==> config.mk <==
export PLATFORM = sky130hd
export DESIGN_NAME = nvdla_sdp_rdma_unpack_sparse
export DESIGN_NICKNAME = d
export VERILOG_FILES = /design/src/rtl/nvdla_sdp_rdma_pkg.sv /design/src/rtl/nvdla_sdp_seg_sel.sv /design/src/rtl/nvdla_sdp_rdma_unpack_sparse.sv
export SDC_FILE = /design/constraint.sdc
export NUM_CORES = 1
export LEC_CHECK = 0
export ABC_AREA = 0
export CAP_MARGIN = 20
export CORE_AREA = 2 2 238 240
export CTS_BUF_LIST = sky130_fd_sc_hd__clkbuf_4
export DETAILED_ROUTE_END_ITERATION = 7
export DIE_AREA = 0 0 240 242
export HOLD_SLACK_MARGIN = 0.15
export PLACE_DENSITY_LB_ADDON = 0.12
export SLEW_MARGIN = 20
export SYNTH_ARGS = -nofsm -noshare
export SYNTH_HDL_FRONTEND = slang
export SYNTH_SLANG_ARGS = --single-unit
==> constraint.sdc <==
create_clock -name nvdla_core_clk -period 10.7 [get_ports nvdla_core_clk]
set_input_delay 1.605 -clock nvdla_core_clk [delete_from_list [all_inputs] [get_ports nvdla_core_clk]]
set_output_delay 1.605 -clock nvdla_core_clk [all_outputs]
set_load 0.02 [all_outputs]
==> src/rtl/nvdla_sdp_rdma_pkg.sv <==
// rtl/nvdla_sdp_rdma_pkg.sv - shared mode encodings and mask helpers for the SDP RDMA unpacker
package nvdla_sdp_rdma_pkg;

    localparam int MAX_RATIO = 16;

    typedef enum logic [1:0] {
        MODE_FULL    = 2'd0,
        MODE_HALF    = 2'd1,
        MODE_QUARTER = 2'd2,
        MODE_RSVD    = 2'd3
    } sdp_mode_e;

    // Reserved mode falls back to the full segment count.
    function automatic logic [MAX_RATIO-1:0] mode_mask_f(input logic [1:0] mode, input int ratio);
        int n;
        case (sdp_mode_e'(mode))
            MODE_HALF:    n = ratio / 2;
            MODE_QUARTER: n = ratio / 4;
            default:      n = ratio;
        endcase
        mode_mask_f = '0;
        for (int k = 0; k < MAX_RATIO; k++) begin
            if (k < n) begin
                mode_mask_f[k] = 1'b1;
            end
        end
    endfunction

    function automatic int ffs_f(input logic [MAX_RATIO-1:0] v);
        ffs_f = 0;
        for (int k = MAX_RATIO - 1; k >= 0; k--) begin
            if (v[k]) begin
                ffs_f = k;
            end
        end
    endfunction

endpackage

==> src/rtl/nvdla_sdp_seg_sel.sv <==
// rtl/nvdla_sdp_seg_sel.sv - lowest-set-bit priority encoder and RATIO:1 segment mux
module nvdla_sdp_seg_sel
    import nvdla_sdp_rdma_pkg::*;
#(
    parameter int IW    = 512,
    parameter int OW    = 64,
    parameter int RATIO = 8,
    parameter int IDXW  = $clog2(RATIO)
) (
    input  logic [RATIO-1:0] rem_mask,
    input  logic [IW-1:0]    data,
    output logic [IDXW-1:0]  cur_idx,
    output logic [OW-1:0]    seg_data,
    output logic             one_hot
);

    assign cur_idx = IDXW'(ffs_f(MAX_RATIO'(rem_mask)));
    assign one_hot = (rem_mask != '0) && ((rem_mask & (rem_mask - RATIO'(1))) == '0);

    always_comb begin
        seg_data = '0;
        for (int k = 0; k < RATIO; k++) begin
            if (cur_idx == IDXW'(k)) begin
                seg_data = data[k*OW +: OW];
            end
        end
    end

endmodule

==> src/rtl/nvdla_sdp_rdma_unpack_sparse.sv <==
// rtl/nvdla_sdp_rdma_unpack_sparse.sv - wide DMA beat to masked OW-bit segment down-converter
module nvdla_sdp_rdma_unpack_sparse
    import nvdla_sdp_rdma_pkg::*;
#(
    parameter int IW    = 512,
    parameter int OW    = 64,
    parameter int RATIO = 8,
    parameter int CW    = 1,
    parameter int DCW   = 16
) (
    input  logic             nvdla_core_clk,
    input  logic             nvdla_core_rstn,
    input  logic [1:0]       cfg_mode,
    input  logic             inp_pvld,
    output logic             inp_prdy,
    input  logic [IW-1:0]    inp_data,
    input  logic [RATIO-1:0] inp_mask,
    input  logic [CW-1:0]    inp_ctrl,
    output logic             out_pvld,
    input  logic             out_prdy,
    output logic [OW-1:0]    out_data,
    output logic [CW-1:0]    out_ctrl,
    output logic             out_first,
    output logic             out_last,
    output logic [DCW-1:0]   drop_cnt
);

    localparam int IDXW = $clog2(RATIO);

    logic             hold_vld_q, hold_vld_d;
    logic [RATIO-1:0] rem_mask_q, rem_mask_d;
    logic             first_pend_q, first_pend_d;
    logic [DCW-1:0]   drop_cnt_q, drop_cnt_d;
    logic [IW-1:0]    hold_data_q;
    logic [CW-1:0]    hold_ctrl_q;

    logic [RATIO-1:0] eff;
    logic [RATIO-1:0] cur_oh;
    logic [IDXW-1:0]  cur_idx;
    logic             one_hot;
    logic             inp_acc;
    logic             out_acc;

    nvdla_sdp_seg_sel #(
        .IW    (IW),
        .OW    (OW),
        .RATIO (RATIO),
        .IDXW  (IDXW)
    ) u_seg_sel (
        .rem_mask (rem_mask_q),
        .data     (hold_data_q),
        .cur_idx  (cur_idx),
        .seg_data (out_data),
        .one_hot  (one_hot)
    );

    // Mode only matters at acceptance; the held beat carries its own resolved mask.
    assign eff = inp_mask & RATIO'(mode_mask_f(cfg_mode, RATIO));

    assign out_pvld  = hold_vld_q;
    assign out_last  = hold_vld_q & one_hot;
    assign out_first = hold_vld_q & first_pend_q;
    assign out_ctrl  = out_last ? hold_ctrl_q : '0;
    assign drop_cnt  = drop_cnt_q;

    assign inp_prdy = !hold_vld_q | (out_prdy & out_last);
    assign inp_acc  = inp_pvld & inp_prdy;
    assign out_acc  = out_pvld & out_prdy;

    always_comb begin
        cur_oh = '0;
        for (int k = 0; k < RATIO; k++) begin
            cur_oh[k] = (cur_idx == IDXW'(k));
        end
    end

    always_comb begin
        hold_vld_d   = hold_vld_q;
        rem_mask_d   = rem_mask_q;
        first_pend_d = first_pend_q;
        drop_cnt_d   = drop_cnt_q;
        if (out_acc) begin
            first_pend_d = 1'b0;
            if (out_last) begin
                hold_vld_d = 1'b0;
                rem_mask_d = '0;
            end else begin
                rem_mask_d = rem_mask_q & ~cur_oh;
            end
        end
        // A same-cycle load overrides the last-segment retire, so single-segment beats stream without bubbles.
        if (inp_acc) begin
            if (eff != '0) begin
                hold_vld_d   = 1'b1;
                rem_mask_d   = eff;
                first_pend_d = 1'b1;
            end else if (drop_cnt_q != '1) begin
                drop_cnt_d = drop_cnt_q + DCW'(1);
            end
        end
    end

    always_ff @(posedge nvdla_core_clk or negedge nvdla_core_rstn) begin
        if (!nvdla_core_rstn) begin
            hold_vld_q   <= 1'b0;
            rem_mask_q   <= '0;
            first_pend_q <= 1'b0;
            drop_cnt_q   <= '0;
        end else begin
            hold_vld_q   <= hold_vld_d;
            rem_mask_q   <= rem_mask_d;
            first_pend_q <= first_pend_d;
            drop_cnt_q   <= drop_cnt_d;
        end
    end

    always_ff @(posedge nvdla_core_clk) begin
        if (inp_acc && (eff != '0)) begin
            hold_data_q <= inp_data;
            hold_ctrl_q <= inp_ctrl;
        end
    end

endmodule

==> results.tsv <==
metric	value	unit
cp_cell_sequence	buf_4, nor2_1, nand2_2, buf_4, a22o_1, a221oi_1, nor2_1, clkdlybuf4s50_1	
antenna_left	0	
place_area	0.0277	sq mm
numPortBuffers	611	
worst_setup_path_start_kind	flop	
cts_setup_buffers	0	
fin_tns_setup	0	ns
avgRoutedWirePerCell	24.5	um
worst_path_largest_cell_delay	0.73	ns
antenna_found_initial	45	
max_freq	152	MHz
numCtsBuffers	148	
crit_end	out_data[6]	
grt_usage	23.8	%
seq_area_frac_synth	77.7	%
design_area	0.0297	sq mm
cts_tree	built	
power.density	314	mW/mm^2
irDropWorstVdd	172	uV
die_area	0.0581	sq mm
final-setup-viol-count	0	
worstMarginPinSlew	1.01	ns
r2r_setup_slack	6.48	ns
total_power	9.31	mW
cts_buffer_depth	3	
period_needed	6.57	ns
synthFlopType	edfxtp_1	
crit_buf_inv	3	
syn2layout_area_growth	43.6	%
yosysMostFrequentCell	edfxtp_1	
core	0.0557	sq mm
synth-seq-cells	539	
reg2reg_depth	8	
syn_nets	1802	
fin_hold_ws	0.489	ns
routabilityCongestion	0.824	
clk_pin_slew	0.07	ns
cts_sinks	539	
grt_first_pass_wirelength	98.3	mm
grt_max_degree	205	
fin_worst_skew	0.0562	ns
hold_viol	0	
arrival	4.97	ns
netlist_top_cells_area	edfxtp_1, dfrtp_1, a22oi_1	
async_flop_share	4.82	%
synth_area	0.0207	sq mm
slew_headroom	32.5	%
path_depth	8	
period_share	61.4	%
synthCells	1273	
grt_pass1_vias	15300	
viasPerCell	5.08	
netlist_top_cells_count	edfxtp_1, nand2_1, a22oi_1	
drive_gt1_share	14.5	%
vias	14600	
htree_levels	4	
routed_wl	70.3	mm
cp_top_family	simple AND/OR/NAND/NOR gates	
yosysTopAreaCell	edfxtp_1	
globalRouteOverflowTotal	0	
r2r-start	rem_mask_q[2]	
rows	87	
synthDistinctLibCells	62	
io_pins	612	
cap_violations	0	
grt_setup_unrepaired	no	
synth_top_area_share	74.5	%
initial_utilization	37.1	%
cts_resized	0	
nets	2511	
clock_latency	0.97	ns
dp_hpwl	48.3	mm
drt-initial-drc-count	933	
worstSetupStartpoint	rem_mask_q[0]	
die_x	240	um
worstHoldPathType	flop to flop	
required	9.10	ns
leakage	10.2	nW
drc	0	
synth_edf_count	513	
die-height	242	um
cp-end-kind	output port	
ctsRootBufferMaster	clkbuf_4	
cts_hold_buffers	0	
regToRegEndpoint	hold_data_q[176]	
worst-setup-path-type	flop to output port	
first_pass_iters	5	
outcome	finished clean	
crit_path_top_delay_cell	nor2_1	
ys_warn_count	0	
drv_slew	0	
avgSynthCellArea	16.2	sq um
cp_max_fo	35	
kinds of logic (layout without fill, tap and decap cells):
family | count (synthesis) | count (layout) | synth area share [%]
buf+inv | 85 | 898 | 1.69
other cells | 0 | 33 | 0
simple gates | 246 | 246 | 5.65
fa+ha+maj | 2 | 2 | 0.121
compound gates | 347 | 347 | 12.2
flops | 539 | 539 | 77.7
xor+xnor | 15 | 15 | 0.636
mux | 39 | 39 | 2.01
routing by layer:
metal,vias up,GRT usage [%],share of wire [%],wire length (um)
li1,6694,-,-,-
met1,7040,25.9,36,25300
met2,662,39.6,51,35600
met3,171,9.45,9.5,6690
met4,34,12.7,3.6,2520
met5,-,0,0.33,229
registers in the layout, indices dropped and copies added (netlist names):
register      cells
out_pvld          1
drop_cnt         16
rem_mask_q        8
hold_ctrl_q       1
hold_data_q     512
first_pend_q      1
metrics by stage:
step,utilization (%),cells,setup WS (ns)
6_report,53.3,2875,4.13
5_1_grt,53.2,2870,3.80
4_1_cts,53.0,2840,4.04
3_5_place_dp,49.7,2586,5.11
3_3_place_gp,49.7,2585,5.19
2_1_floorplan,-,1273,2.02
worst min-delay path: stages, from the launching register on:
cell and delay (ns):
dfrtp_1 0.35, nand2_1 0.05, nand2_1 0.05
layout by cell type (no fill, tap or decap), types with 12 or more instances in the layout:
cell / netlist / routed
nor4_1: 13 / 12
a22o_1: 32 / 32
a21oi_1: 37 / 36
o221ai_1: 19 / 19
xnor2_1: 14 / 14
mux2i_1: 19 / 19
nand3_1: 26 / 26
a22oi_1: 69 / 69
o22ai_1: 31 / 31
clkbuf_4: 0 / 223
a31oi_1: 28 / 28
nand2_1: 86 / 84
clkdlybuf4s50_1: 0 / 611
dfrtp_1: 26 / 26
buf_4: 0 / 22
diode_2: 0 / 33
nor2_1: 61 / 61
mux2_2: 20 / 20
edfxtp_1: 513 / 513
a221oi_1: 31 / 31
clkinv_1: 0 / 22
o21ai_0: 51 / 51
worst min path at each step:
stage	from	end	slack [ns]	cells after the start
after detailed placement	first_pend_q	first_pend_q	0.47	2
after CTS	first_pend_q	first_pend_q	0.49	2
after floorplan	first_pend_q	first_pend_q	0.44	2
final	first_pend_q	first_pend_q	0.49	2
after global routing	first_pend_q	first_pend_q	0.51	2
after global placement	first_pend_q	first_pend_q	0.46	2
power by group:
| part | switching, mW | internal (mW) |
|---|---|---|
| combinational | 2.53 | 1.63 |
| clock | 0.851 | 0.993 |
| sequential | 0.197 | 3.11 |
| total | 3.57 | 5.74 |
area by class of cell:
cell class | count | area, sq um
fillers | 4820 | 26100
clock buffers | 223 | 1670
well taps | 756 | 946
flip-flops and latches | 539 | 16100
multi-input cells | 649 | 4330
repair buffers | 637 | 6370
inverters | 7 | 33.8
diodes | 33 | 82.6
clock inverters | 31 | 185
No activity file was read; power rests on OpenSTA's default activity.
